`config.mk`:
```
export PLATFORM = sky130hd
export DESIGN_NAME = uart_rx_monitor
export DESIGN_NICKNAME = d
export VERILOG_FILES = /design/src/rtl/uart_rx_monitor.sv
export SDC_FILE = /design/constraint.sdc
export NUM_CORES = 1
export LEC_CHECK = 0
export BUFFER_PORTS_ARGS = -buffer_cell sky130_fd_sc_hd__buf_4
export CORE_ASPECT_RATIO = 1.5
export CORE_MARGIN = 2
export CORE_UTILIZATION = 53
export DETAILED_ROUTE_END_ITERATION = 16
export PLACE_DENSITY = 0.79
export SETUP_SLACK_MARGIN = 0.2
export SLEW_MARGIN = 20
export SYNTH_ARGS = -nofsm -noshare
export SYNTH_HDL_FRONTEND = slang
export SYNTH_SLANG_ARGS = --single-unit
```
`constraint.sdc`:
```
create_clock -name clk -period 2 [get_ports clk]
set_clock_uncertainty 0.2 [all_clocks]
set_input_delay 0.4 -clock clk [delete_from_list [all_inputs] [get_ports clk]]
set_output_delay 0.4 -clock clk [all_outputs]
set_load 0.02 [all_outputs]
```
`src/rtl/uart_rx_monitor.sv`:
```
// 8N1 UART receiver with a one-byte valid/ready holding buffer.
// Reports framing errors and overruns as single-cycle pulses.
module uart_rx_monitor #(
  parameter int BAUD_DIV = 434,
  parameter int HALF_DIV = BAUD_DIV / 2
) (
  input  logic       clk,
  input  logic       reset,
  input  logic       rx,
  output logic [7:0] rx_data,
  output logic       rx_valid,
  input  logic       rx_ready,
  output logic       frame_err,
  output logic       overrun,
  output logic       busy
);

  localparam int CW = $clog2(BAUD_DIV);
  localparam logic [CW-1:0] BAUD_LAST = CW'(BAUD_DIV - 1);
  localparam logic [CW-1:0] HALF_LAST = CW'(HALF_DIV - 1);

  typedef enum logic [2:0] {IDLE, START, DATA, STOP, BREAK} state_t;

  state_t        state, state_n;
  logic [CW-1:0] cnt, cnt_n;
  logic [2:0]    bit_idx, bit_idx_n;
  logic [7:0]    shift, shift_n;
  logic [7:0]    rx_data_n;
  logic          rx_valid_n, frame_err_n, overrun_n;
  logic          rx_meta, rx_s;
  logic          accept;

  // Idle-high reset keeps the receiver from seeing a false start bit after reset.
  always_ff @(posedge clk or posedge reset) begin
    if (reset) begin
      rx_meta <= 1'b1;
      rx_s    <= 1'b1;
    end else begin
      rx_meta <= rx;
      rx_s    <= rx_meta;
    end
  end

  // NOTE: sequential state uses non-blocking assignments so every flop samples pre-edge values.
  always_ff @(posedge clk or posedge reset) begin
    if (reset) begin
      state     <= IDLE;
      cnt       <= '0;
      bit_idx   <= '0;
      shift     <= '0;
      rx_data   <= '0;
      rx_valid  <= 1'b0;
      frame_err <= 1'b0;
      overrun   <= 1'b0;
    end else begin
      state     <= state_n;
      cnt       <= cnt_n;
      bit_idx   <= bit_idx_n;
      shift     <= shift_n;
      rx_data   <= rx_data_n;
      rx_valid  <= rx_valid_n;
      frame_err <= frame_err_n;
      overrun   <= overrun_n;
    end
  end

  assign accept = rx_valid && rx_ready;
  assign busy   = (state != IDLE);

  // NOTE: every always_comb output gets a default first, so no path can infer a latch.
  always_comb begin
    state_n     = state;
    cnt_n       = cnt;
    bit_idx_n   = bit_idx;
    shift_n     = shift;
    rx_data_n   = rx_data;
    rx_valid_n  = rx_valid && !rx_ready;
    frame_err_n = 1'b0;
    overrun_n   = 1'b0;

    unique case (state)
      IDLE: begin
        if (!rx_s) begin
          state_n = START;
          cnt_n   = '0;
        end
      end
      START: begin
        if (cnt == HALF_LAST) begin
          cnt_n     = '0;
          bit_idx_n = '0;
          state_n   = rx_s ? IDLE : DATA;
        end else begin
          cnt_n = cnt + 1'b1;
        end
      end
      DATA: begin
        if (cnt == BAUD_LAST) begin
          shift_n[bit_idx] = rx_s;
          cnt_n            = '0;
          bit_idx_n        = bit_idx + 1'b1;
          if (bit_idx == 3'd7) state_n = STOP;
        end else begin
          cnt_n = cnt + 1'b1;
        end
      end
      STOP: begin
        if (cnt == BAUD_LAST) begin
          cnt_n = '0;
          if (!rx_s) begin
            frame_err_n = 1'b1;
            state_n     = BREAK;
          end else begin
            state_n = IDLE;
            // A byte being accepted this cycle frees the buffer for the new one.
            if (!rx_valid || accept) begin
              rx_data_n  = shift;
              rx_valid_n = 1'b1;
            end else begin
              overrun_n = 1'b1;
            end
          end
        end else begin
          cnt_n = cnt + 1'b1;
        end
      end
      BREAK: begin
        if (rx_s) state_n = IDLE;
      end
      default: state_n = IDLE;
    endcase
  end

endmodule

```
==> key figures <==
Run status
  • Result of the run: finished, violations left
  • Violated checks: hold timing, setup timing

Floorplan
  • Die area: 0.00407 mm2
  • Initial Utilization: 55.3%
  • Die boundary height: 77.1 um
  • Core area: 0.00342 mm2
  • Number of placement rows: 26
  • I/O pin total: 16
  • Die span in x: 52.7 um

Critical path
  • Crit-path max cell delay: 0.48 ns
  • Arrival time at the worst endpoint: 2.07 ns
  • Endpoint required time on the critical path: 1.99 ns
  • Cell mode on critical path: sky130_fd_sc_hd__nand2b_4
  • Worst Setup Start Kind: flip-flop
  • Cell Chain, Critical Path: nand2b_4 > buf_6 > or4_4 > nand2b_4 > mux2_4
  • Sort of element at the end of the critical path: flip-flop
  • Start-to-end type of the worst setup path: flip-flop to flip-flop
  • Highest fanout seen on the critical path: 8
  • Critical path buffers and inverters: 1
  • Gate family responsible for the most delay along the worst path: simple AND/OR/NAND/NOR gates
  • Cell with the biggest individual delay on the critical path: sky130_fd_sc_hd__or4_4

Routing
  • Routed vias: 1,656
  • First-pass iteration count of the detailed router: 4
  • Number of nets with antenna violations after routing: 0
  • Wire length after detailed routing: 5.75 mm
  • Total DRC errors in the routed layout: 0
  • Wire length per cell after detailed routing: 21.0 um
  • Vias per inst: 6.04
  • Initial DRC count: 64

Finish
  • Commonest non-fill, non-tap cell in the layout: sky130_fd_sc_hd__buf_4
  • Layout net count: 240
  • Ant. Diodes: 0
  • Layout overhead on the synthesized area: 49.9%
  • Most frequent cells in the layout: 43 x sky130_fd_sc_hd__buf_4, 31 x sky130_fd_sc_hd__dfrtp_1, 16 x sky130_fd_sc_hd__nand2_1
  • Number of filler instances in the final layout: 179
  • Fraction of final layout cells sized beyond drive strength 1: 55.2%

Global routing
  • Final global-route overflow total: 0
  • Grt met1 use: 28.6%
  • M2 GR Usage: 48.5%
  • Largest net degree at the start of global routing: 37
  • Total routing resource utilization after global routing: 27.3%
  • Number of antenna violations at the first check in global routing: 0
  • Most used routing layer: met2
  • Vias in the first global route: 1,631
  • Met3 Usage GRT: 6.23%
  • First-pass GRT wire length: 7.99 mm

Logic synthesis
  • Post-synthesis simple-gate area fraction: 21.3%
  • Distinct cell type count of the synthesized netlist: 47
  • Biggest area consumer among synthesized cells: sky130_fd_sc_hd__dfrtp_1
  • Most area-consuming cells after synthesis: sky130_fd_sc_hd__dfrtp_1 45%, sky130_fd_sc_hd__mux2_4 6.4%, sky130_fd_sc_hd__mux2_2 3.6%
  • Sequential-to-total area share from yosys stat: 47.8%
  • Area share of the leading cell type in the synthesized netlist: 45.1%
  • Commonest register cell after synthesis: sky130_fd_sc_hd__dfrtp_1
  • Async SR Flop Fraction: 100%
  • Cell area after synthesis: 0.00189 mm2
  • Register bit total from synthesis: 36
  • Dominant combinational cell family by area after synthesis: simple AND/OR/NAND/NOR gates
  • Fraction of the mapped netlist area in compound gates: 12.3%
  • Count of flip-flops with a built-in enable after synthesis: 0
  • Multiplexer fraction of the synthesized cell area: 11.5%
  • Number of warnings printed during yosys synthesis: 0
  • Cell count after synthesis: 175
  • Total nets after synthesis: 184
  • Post-synthesis share of cell area spent on xor and xnor gates: 0.464%
  • Syn_area_per_cell: 10.8 um2
  • Share of synthesized cell area in full adder, half adder and majority cells: 3.31%

STA
  • Slack of the critical path: -0.0751 ns
  • Shortest period the worst path allows: 2.08 ns
  • Slew Viols, Final: 0
  • Period utilization: 104%
  • Setup violation total in the final timing report: 10
  • Worst Tran Pin Value: 0.457 ns
  • Final hold violations: 5
  • Post-route worst hold slack: -0.000773 ns
  • Final setup TNS: -0.606 ns
  • Max-slew headroom at the worst pin: 69.5%
  • Max Clk Rate: 0.482 GHz
  • Unrepaired setup endpoints after global routing: yes

Worst hold path
  • Path category of the worst min-delay check: input pin to async pin

Clock tree
  • # H-tree levels: 2
  • TritonCTS clock tree: yes
  • Clock Pin Slew Worst Setup and Hold Paths: 0.07 ns
  • Latest clock arrival within the worst-skew pair: 0.30 ns
  • Clk sinks: 36
  • Root buffer cell: sky130_fd_sc_hd__clkbuf_8
  • Deepest clock path buffer count: 2
  • TritonCTS Buffers: 5

Placed design
  • Gpl congestion: 0.821
  • Post-detail-place hpwl: 3.25 mm
  • IO Port Bufs: 15

Power
  • Pwr/cell area: 497 mW/mm2
  • Final Power: 1.41 mW
  • Lkg Pwr: 1.24 nW
  • Worst vdd ir: 0.000654 V

Job
  • Total of max-cap violations: 0
sequential cells by signal, indices dropped and copies added (netlist names), 3 cells and up:
register / flops
cnt: 9
state: 3
rx_data: 8
bit_idx: 3
shift: 8
power breakdown:
group / total (mW) / internal [mW] / leakage, nW / switching [mW]
combinational: 0.0288 / 0.00854 / 0.711 / 0.0202
sequential: 0.732 / 0.731 / 0.476 / 0.000978
clock: 0.645 / 0.370 / 0.0552 / 0.275
total: 1.41 / 1.11 / 1.24 / 0.296
final cells by class:
class                      count  area (um2)  area share, %
clock inverter                 2        35.0           1.24
multi-input combinational    125        1250           44.2
clock buffer                   6        72.6           2.56
sequential                    36         907           32.1
inverter                       5        18.8          0.663
timing repair buffer          58         494           17.5
tap                           42        52.6           1.86
tightest hold or removal path, stage by stage:
cell and delay, ns:
sky130_fd_sc_hd__buf_4 0.10, sky130_fd_sc_hd__inv_1 0.04, sky130_fd_sc_hd__buf_4 0.39
cell usage after synthesis, types with 3 or more instances:
cell type / n
sky130_fd_sc_hd__dfrtp_1: 34
sky130_fd_sc_hd__nand2_1: 16
sky130_fd_sc_hd__nor2_1: 10
sky130_fd_sc_hd__o21ai_0: 9
sky130_fd_sc_hd__mux2_4: 8
sky130_fd_sc_hd__nand3_1: 7
sky130_fd_sc_hd__clkbuf_1: 6
sky130_fd_sc_hd__mux2_2: 6
sky130_fd_sc_hd__nor3_1: 6
sky130_fd_sc_hd__ha_1: 5
sky130_fd_sc_hd__inv_1: 5
sky130_fd_sc_hd__o21a_1: 5
sky130_fd_sc_hd__nand2b_1: 4
sky130_fd_sc_hd__nor2b_1: 4
sky130_fd_sc_hd__o211ai_1: 4
sky130_fd_sc_hd__a21oi_1: 3
sky130_fd_sc_hd__mux2i_1: 3
sky130_fd_sc_hd__nor4_1: 3
sky130_fd_sc_hd__o2bb2ai_1: 3
sky130_fd_sc_hd__o31ai_1: 3
metrics by stage:
stage / std cells / utilization (%) / hold WS (ns) / worst slack [ns] / area, um2
3_3_place_gp: 253 / 67.3 / 0.147 / -0.0179 / 2300
4_1_cts: 268 / 75.3 / 0.0161 / -0.0197 / 2570
6_report: 274 / 82.9 / -0.000773 / -0.0751 / 2830
5_1_grt: 274 / 82.9 / 0.0597 / -0.166 / 2830
3_5_place_dp: 253 / 67.3 / 0.151 / -0.125 / 2300
2_1_floorplan: 175 / - / 0.145 / -0.130 / 1950
what timing repair did:
| action | in CTS | in global routing |
|---|---|---|
| pin swaps | 11 | 13 |
| endpoints found under the setup margin | 32 | 32 |
| buffers inserted | 7 | 5 |
| hold buffers | 0 | 1 |
| endpoints found under the hold margin | 0 | 1 |
| gates resized for setup | 32 | 42 |
kinds of logic after synthesis:
| kind of cell | count (synthesis) |
|---|---|
| DFF | 36 |
| xor gates and xnor gates | 1 |
| muxes | 17 |
| and+or+nand+nor | 68 |
| adders and majority gates | 5 |
| AOI/OAI and AO/OA | 34 |
| buffers and inverters | 14 |
worst paths after layout:
kind | from | end | slack [ns] | cells after the start
worst max register to register | state[2] | rx_data[4] | -0.08 | 5
worst max-delay path | state[2] | rx_data[4] | -0.08 | 5
max in group asynchronous | reset | rx_s | 1.25 | 3
min in group clk | rx_meta | rx_s | 0.16 | 0
worst min-delay path | reset | shift[2] | -0.0008 | 3
worst min register to register | rx_meta | rx_s | 0.16 | 0
layer usage:
layer	part of all wire, %	up-vias
met2	56	60
met4	5.2	0
met5	0	-
li1	-	752
met1	36	819
met3	3.6	25
No activity file was read; power rests on OpenSTA's default activity.
